<file path="src/rtl/sseg_scan_mux.sv">
// sseg_scan_mux: six-digit seven-segment scan multiplexer.
// Patterns are snapshotted once per frame, then shown one digit per slot.
// Each slot opens with an optional all-dark blanking window that
// suppresses ghosting, and the lit phase is gated by a 4-bit PWM
// brightness control.
// Segments and anodes are active low. All outputs are registered and
// show the internal state of the previous cycle.
module sseg_scan_mux #(
  parameter int REFRESH_COUNT = 50_000,
  parameter int BLANK_CYCLES  = 500
) (
  input  logic       clk,
  input  logic       rst,
  input  logic       en,
  input  logic [3:0] duty,
  input  logic [7:0] in0,
  input  logic [7:0] in1,
  input  logic [7:0] in2,
  input  logic [7:0] in3,
  input  logic [7:0] in4,
  input  logic [7:0] in5,
  output logic [7:0] sseg,
  output logic [5:0] an,
  output logic [2:0] digit_idx,
  output logic       frame_tick
);

  localparam logic [23:0] CNT_LAST  = 24'(REFRESH_COUNT - 1);
  localparam logic [23:0] BLANK_END = 24'(BLANK_CYCLES);
  localparam logic [2:0]  SLOT_LAST = 3'd5;

  logic [23:0] cnt;
  logic [2:0]  slot;
  logic [3:0]  pwm;
  logic [7:0]  snap [6];
  logic        load_pending;

  logic        slot_end;
  logic        frame_end;
  logic        capture;
  logic        in_blank;
  logic        gate_open;
  logic        lit;
  logic [7:0]  seg_sel;
  logic [5:0]  an_sel;

  assign slot_end  = (cnt == CNT_LAST);
  assign frame_end = slot_end && (slot == SLOT_LAST);
  // The first enabled cycle after reset captures straight away, so no
  // blank frame follows reset.
  assign capture   = en && (load_pending || frame_end);

  // With no blanking configured, the compare is left out entirely rather
  // than comparing against zero.
  generate
    if (BLANK_CYCLES == 0) begin : g_no_blank
      assign in_blank = 1'b0;
    end else begin : g_blank
      assign in_blank = (cnt < BLANK_END);
    end
  endgenerate

  assign gate_open = (duty == 4'hF) || (pwm < duty);
  assign lit       = en && !in_blank && gate_open;

  // Select the snapshot pattern and the active-low anode for the current slot.
  always_comb begin
    seg_sel = 8'hFF;
    an_sel  = 6'h3F;
    case (slot)
      3'd0: begin seg_sel = snap[0]; an_sel = 6'b111110; end
      3'd1: begin seg_sel = snap[1]; an_sel = 6'b111101; end
      3'd2: begin seg_sel = snap[2]; an_sel = 6'b111011; end
      3'd3: begin seg_sel = snap[3]; an_sel = 6'b110111; end
      3'd4: begin seg_sel = snap[4]; an_sel = 6'b101111; end
      3'd5: begin seg_sel = snap[5]; an_sel = 6'b011111; end
      default: begin seg_sel = 8'hFF; an_sel = 6'h3F; end
    endcase
  end

  // Slot timer, slot index and PWM phase. All of them hold while en is low.
  always_ff @(posedge clk or posedge rst) begin
    if (rst) begin
      cnt  <= '0;
      slot <= '0;
      pwm  <= '0;
    end else if (en) begin
      if (slot_end) begin
        cnt  <= '0;
        slot <= (slot == SLOT_LAST) ? 3'd0 : slot + 3'd1;
        pwm  <= '0;
      end else begin
        cnt <= cnt + 24'd1;
        if (!in_blank) begin
          pwm <= pwm + 4'd1;
        end
      end
    end
  end

  // Frame snapshot of all six patterns. It is taken on the same edge that
  // wraps from slot 5 to slot 0, so slot 0 already shows the new frame.
  always_ff @(posedge clk or posedge rst) begin
    if (rst) begin
      for (int k = 0; k < 6; k++) begin
        snap[k] <= 8'hFF;
      end
      load_pending <= 1'b1;
    end else if (capture) begin
      snap[0]      <= in0;
      snap[1]      <= in1;
      snap[2]      <= in2;
      snap[3]      <= in3;
      snap[4]      <= in4;
      snap[5]      <= in5;
      load_pending <= 1'b0;
    end
  end

  // Registered outputs. Anode and segments are loaded on the same edge, so a
  // digit is never lit with its neighbour's pattern.
  always_ff @(posedge clk or posedge rst) begin
    if (rst) begin
      sseg       <= 8'hFF;
      an         <= 6'h3F;
      digit_idx  <= 3'd0;
      frame_tick <= 1'b0;
    end else begin
      frame_tick <= capture;
      digit_idx  <= slot;
      if (lit) begin
        sseg <= seg_sel;
        an   <= an_sel;
      end else begin
        sseg <= 8'hFF;
        an   <= 6'h3F;
      end
    end
  end

endmodule
</file>
<file path="config.mk">
export PLATFORM = sky130hd
export DESIGN_NAME = sseg_scan_mux
export DESIGN_NICKNAME = d
export VERILOG_FILES = /design/src/rtl/sseg_scan_mux.sv
export SDC_FILE = /design/constraint.sdc
export NUM_CORES = 1
export LEC_CHECK = 0
export CAP_MARGIN = 20
export CORE_UTILIZATION = 58
export DETAILED_ROUTE_END_ITERATION = 8
export GPL_TIMING_DRIVEN = 0
export PLACE_DENSITY = 0.94
export SYNTH_ARGS = -nofsm -noshare
export SYNTH_HDL_FRONTEND = slang
export SYNTH_SLANG_ARGS = --single-unit
</file>
<file path="constraint.sdc">
create_clock -name clk -period 5.7 [get_ports clk]
set_input_delay 1.425 -clock clk [delete_from_list [all_inputs] [get_ports clk]]
set_output_delay 1.425 -clock clk [all_outputs]
set_load 0.01 [all_outputs]
</file>
Word-level counts from Yosys, hierarchy flattened
Index checks and enable logic that the tools add are counted.
- bits in registers: 98
- input port bits: 55
- output and inout port bits: 18
- word-level logic and storage cells: 45
- add/subtract/negate cells: 3
- $lt $le $gt $ge: 2
- eq/ne operators: 8
- muxes and demuxes: 8
- reduce and logical (&&, ||, !) cells: 10
- operators by type and width (kind ; number):
    one-hot mux 8 bit (6 select lines) ; 1
    one-hot mux 6 bit (6 select lines) ; 1
    adder 24 x 1 -> 24 bit, second input constant ; 1
    == test 24 x 16 -> 1 bit, second input constant ; 1
    < comparator 24 x 9 -> 1 bit, second input constant ; 1
    2-to-1 mux 24 bit ; 1
    2-to-1 mux 4 bit ; 2
    2-to-1 mux 8 bit ; 1
    == test 3 x 2 -> 1 bit, second input constant ; 2
    == test 3 bit, second input constant ; 2
    2-to-1 mux 6 bit ; 1
    adder 4 x 1 -> 4 bit, second input constant ; 1
    == test 4 bit, second input constant ; 1
    logical AND 1 bit ; 4
    < comparator 4 bit ; 1
    AND reduction 2 bit ; 2
    adder 3 x 1 -> 3 bit, second input constant ; 1
    == test 3 x 1 -> 1 bit, second input constant ; 1
    zero test 3 bit ; 1
    2-to-1 mux 3 bit ; 1
    logical OR 1 bit ; 2
    != test 2 bit, second input constant ; 1
    zero test 1 bit ; 1

Longest topological paths before layout
- depth in word-level cells: 5
- mapped depth: 8

Worst setup path before layout
No wires, ideal clock.
- kind: input -> register
- start: input duty[1]
- end: register sseg[0]
- setup time: 92 ps
- arrival time: 2834 ps
- slack: 2774 ps
- stages: 6
- cells stage by stage: inv_1 -> ha_1 -> a21o_1 -> a211o_1 -> a21oi_1 -> or3b_2
- longest elaborated chain between the ends: 4
- ends and longest elaborated chain (item ; RTL line ; RTL):
    from (decl) ; 15 ; input logic [3:0] duty,
    < comparator 4 bit / == test 4 bit (equally long branches) ; 63 ; assign gate_open = (duty == 4'hF) || (pwm < duty);
    logical OR 1 bit * ; 63 ;
    logical AND 1 bit * ; 64 ; assign lit = en && !in_blank && gate_open;
    2-to-1 mux 8 bit * ; 131 ; if (lit) begin
    to (signal assigned) ; 132 ; sseg <= seg_sel;
    to (decl) ; 22 ; output logic [7:0] sseg,
Mark *: on every way between the ends. The rest lies on a longest branch, timed or not.
A chain may end at the register's enable or synchronous reset.

Worst setup path after layout
- start: input duty[1]
- end: register an[1]
- longest elaborated chain between the ends: 4
- ends and longest elaborated chain (item ; RTL line ; RTL):
    < comparator 4 bit / == test 4 bit (equally long branches) ; 63 ;
    logical OR 1 bit * ; 63 ;
    logical AND 1 bit * ; 64 ;
    2-to-1 mux 6 bit * ; 131 ;
    to (signal assigned) ; 133 ; an <= an_sel;
    to (decl) ; 23 ; output logic [5:0] an,
Marks and branches as above.

==> impl_metrics.toml <==
[placed_design]
io_buffers = 72
gp_congestion = 0.8602
detailedPlacementHpwl_um = 7330

[critical_path]
worstSetupPathType = "input port to flip-flop"
setup_slack_reg_to_reg_ns = 3.17
path_max_fanout = 10
worst_r2r_startpoint = "slot[1]"
critPathRequiredTime_ns = 5.97
end_kind = "flip-flop"
r2r_cells = 7
rr_endpoint = "sseg[6]"
crit_arrival_ns = 3.58
setup.worst_path.start_class = "input port"

[clock_network]
postCtsHoldBufs = 0
post_cts_clock_slew_at_the_launch_and_capture_registers_of_the_worst_setup_and_hold_paths_ns = 0.09
tritoncts_num_sinks = 98
ctsHtreeMaxLevel = 3
cts.root.buffer_cell = "sky130_fd_sc_hd__clkbuf_8"
cts_made_buffers = 9
cts_tree = "done"
cts_resized = 0
cts_setup_buffers = 0
clockBufferDepth = 2
insertion_delay_ns = 0.36

[timing]
worst-slew-pin-transition_ns = 0.5610
final-setup-viol-count = 0
max_slew_margin_pct = 62.28
finalHoldViolCount = 0
final.period_utilization_pct = 58.20
post-route-min-period_ns = 3.317
maxSlewViolCount = 0
timing.setup.tns_ns = 0
grt_setup_unrepaired = "false"
max_clock_skew_ns = 0.007526
achievable-frequency_mhz = 301.5

[finish]
fin_util_pct = 75.39
drive_above_1_share_pct = 33.12
insertedDiodeCount = 0
fillCellCount = 461
area.sequential_mm2 = 0.002531
syn2layout_area_growth_pct = 23.03
multi_input_area_mm2 = 0.001916
design.final.nets = 515

[route]
drt_pre_antenna_iters = 5
wl_per_cell_um = 18.56
vias = 3327
avgViaCountPerCell = 5.962
met2WireLength_um = 5214
route.top_layer_used = "met4"
drt_iter0_drc = 267
detail-route-antenna-nets = 0
met3WireLength_um = 593
route.layer.met1.wl_um = 4329
detail_route.wirelength_um = 10360
route.detailed.drc = 0

[synth]
post_synth_most_frequent_cells = "sky130_fd_sc_hd__dfstp_2 (63), sky130_fd_sc_hd__mux2_2 (44), sky130_fd_sc_hd__dfrtp_1 (35)"
synth_ff_type = "sky130_fd_sc_hd__dfstp_2"
postSynthCellCount = 370
yosys.area.top_type_share_pct = 36.28
synthTopCellsByArea = "sky130_fd_sc_hd__dfstp_2 (36%), sky130_fd_sc_hd__dfrtp_1 (19%), sky130_fd_sc_hd__mux2_2 (11%)"
synth_most_common_cell = "sky130_fd_sc_hd__dfstp_2"
sequential_cell_area_fraction_in_the_yosys_report_pct = 55.47
async_flop_share_pct = 100.0
yosysUniqueCellTypes = 49
syn-cell-area_mm2 = 0.004563
syn-num-nets = 431
avgSynthCellArea_um2 = 12.33
post-synth-top-area-cell = "sky130_fd_sc_hd__dfstp_2"
synth.ff_latch_count = 98
synth-edff-count = 0
yosysWarnings = 0

[floorplanning]
die_width_um = 90.70
initial_utilization_pct = 61.27
core_area_mm2 = 0.007447
pin_count = 73
floorplan.die.height_um = 90.70
std_cell_rows = 31
die_area_mm2 = 0.008226

[power_and_ir_drop]
vdd_drop_max_uv = 128.2
p_leak_nw = 2.434
power.density_cell_area_mw_per_mm2 = 253.3

[run_status]
run_status = "completed"

[min_path]
whs_path_depth = 0
hold_path_startpoint = "slot[0]"
min_delay_endpoint = "digit_idx[0]"
hold_class = "flip-flop to flip-flop"

[flow_run]
cap_viol_max_count = 0

[global_route]
grtUsageTotal_pct = 27.09
grt_pass1_wl_um = 17290
globalRouteOverflowTotal = 0
initial_antenna_violation_count = 0
grt_pass1_vias = 3436
largest_net_degree_at_the_start_of_global_routing = 66
==> where the power goes <==
group / internal (mW) / switching, mW / total, mW / leakage (nW)
Clock: 0.163 / 0.251 / 0.414 / 0.0918
Sequential: 0.751 / 0.0493 / 0.801 / 1.09
Combinational: 0.116 / 0.0916 / 0.208 / 1.25
==> how the worst max path moves through the flow <==
stage	startpoint	end	cells past startpoint
after floorplan	rst	cnt[0]	1
after global placement	rst	pwm[3]	2
after detailed placement	duty[1]	an[1]	8
after CTS	duty[1]	an[1]	8
after global routing	duty[1]	an[1]	8
final	duty[1]	an[1]	8
==> cells by family (layout without fill, tap and decap cells) <==
group	Yosys count	after routing	synth area share (%)
xor gates and xnor gates	19	19	3.647
muxes	58	58	15.74
AOI/OAI and AO/OA	43	43	6.389
buffers and inverters	24	113	2.550
DFF	98	98	55.47
and+or+nand+nor	122	122	14.56
adders and majority gates	6	6	1.645
==> per-layer routing <==
metal  vias up  global-route usage, %
met5         -                      0
met4         0                  10.75
met3        24                  3.872
met2       162                  45.01
met1      1653                  35.88
li1       1488                      -
==> per-stage QoR <==
step	power (mW)	hold WS [ns]	setup WS [ns]	instances	cell area, um^2
2_1_floorplan	0.9164	0.3487	1.817	370	4563
3_3_place_gp	1.001	0.3605	0.5252	541	5408
3_5_place_dp	1.020	0.3581	2.009	542	5438
4_1_cts	1.422	0.3780	2.374	558	5614
5_1_grt	1.479	0.3915	2.259	558	5614
6_report	1.422	0.3766	2.383	558	5614
==> state kept, by name, indices dropped and copies added, names as in the netlist <==
name          flops
an                6
cnt              24
digit_idx         3
frame_tick        1
load_pending      1
pwm               4
slot              3
snap             48
sseg              8
==> placed cells by master, fill, tap and decap left out, types with 6 or more instances in the layout <==
| master | n |
|---|---|
| sky130_fd_sc_hd__xor2_1 | 13 |
| sky130_fd_sc_hd__clkbuf_8 | 9 |
| sky130_fd_sc_hd__clkdlybuf4s50_1 | 72 |
| sky130_fd_sc_hd__nand4b_1 | 7 |
| sky130_fd_sc_hd__dfrtp_1 | 35 |
| sky130_fd_sc_hd__nand3_1 | 12 |
| sky130_fd_sc_hd__o21ai_0 | 9 |
| sky130_fd_sc_hd__mux2_4 | 9 |
| sky130_fd_sc_hd__and3_1 | 8 |
| sky130_fd_sc_hd__nand4_1 | 6 |
| sky130_fd_sc_hd__ha_1 | 6 |
| sky130_fd_sc_hd__a21oi_1 | 11 |
| sky130_fd_sc_hd__mux2_2 | 44 |
| sky130_fd_sc_hd__dfstp_2 | 63 |
| sky130_fd_sc_hd__inv_1 | 8 |
| sky130_fd_sc_hd__buf_2 | 6 |
| sky130_fd_sc_hd__xnor2_1 | 6 |
| sky130_fd_sc_hd__nand2_1 | 25 |
| sky130_fd_sc_hd__nor2_1 | 28 |
| sky130_fd_sc_hd__nor2b_1 | 7 |
==> critical path: stages <==
cell	delay, ns
sky130_fd_sc_hd__clkdlybuf4s50_1	0.47
sky130_fd_sc_hd__inv_1	0.04
sky130_fd_sc_hd__ha_1	0.28
sky130_fd_sc_hd__a21o_1	0.15
sky130_fd_sc_hd__a211o_1	0.28
sky130_fd_sc_hd__a21oi_1	0.37
sky130_fd_sc_hd__clkbuf_1	0.39
sky130_fd_sc_hd__nand4b_1	0.17
==> cell type report <==
| class | instances | area share, % |
|---|---|---|
| inverter | 10 | 0.7132 |
| multi-input combinational | 248 | 34.12 |
| buffer | 14 | 1.404 |
| clock inverter | 7 | 0.9360 |
| clock buffer | 9 | 2.206 |
| sequential | 98 | 45.09 |
| timing repair buffer | 73 | 13.33 |
| tap | 99 | 2.206 |
Note: power is estimated with default switching activity, not from simulation.
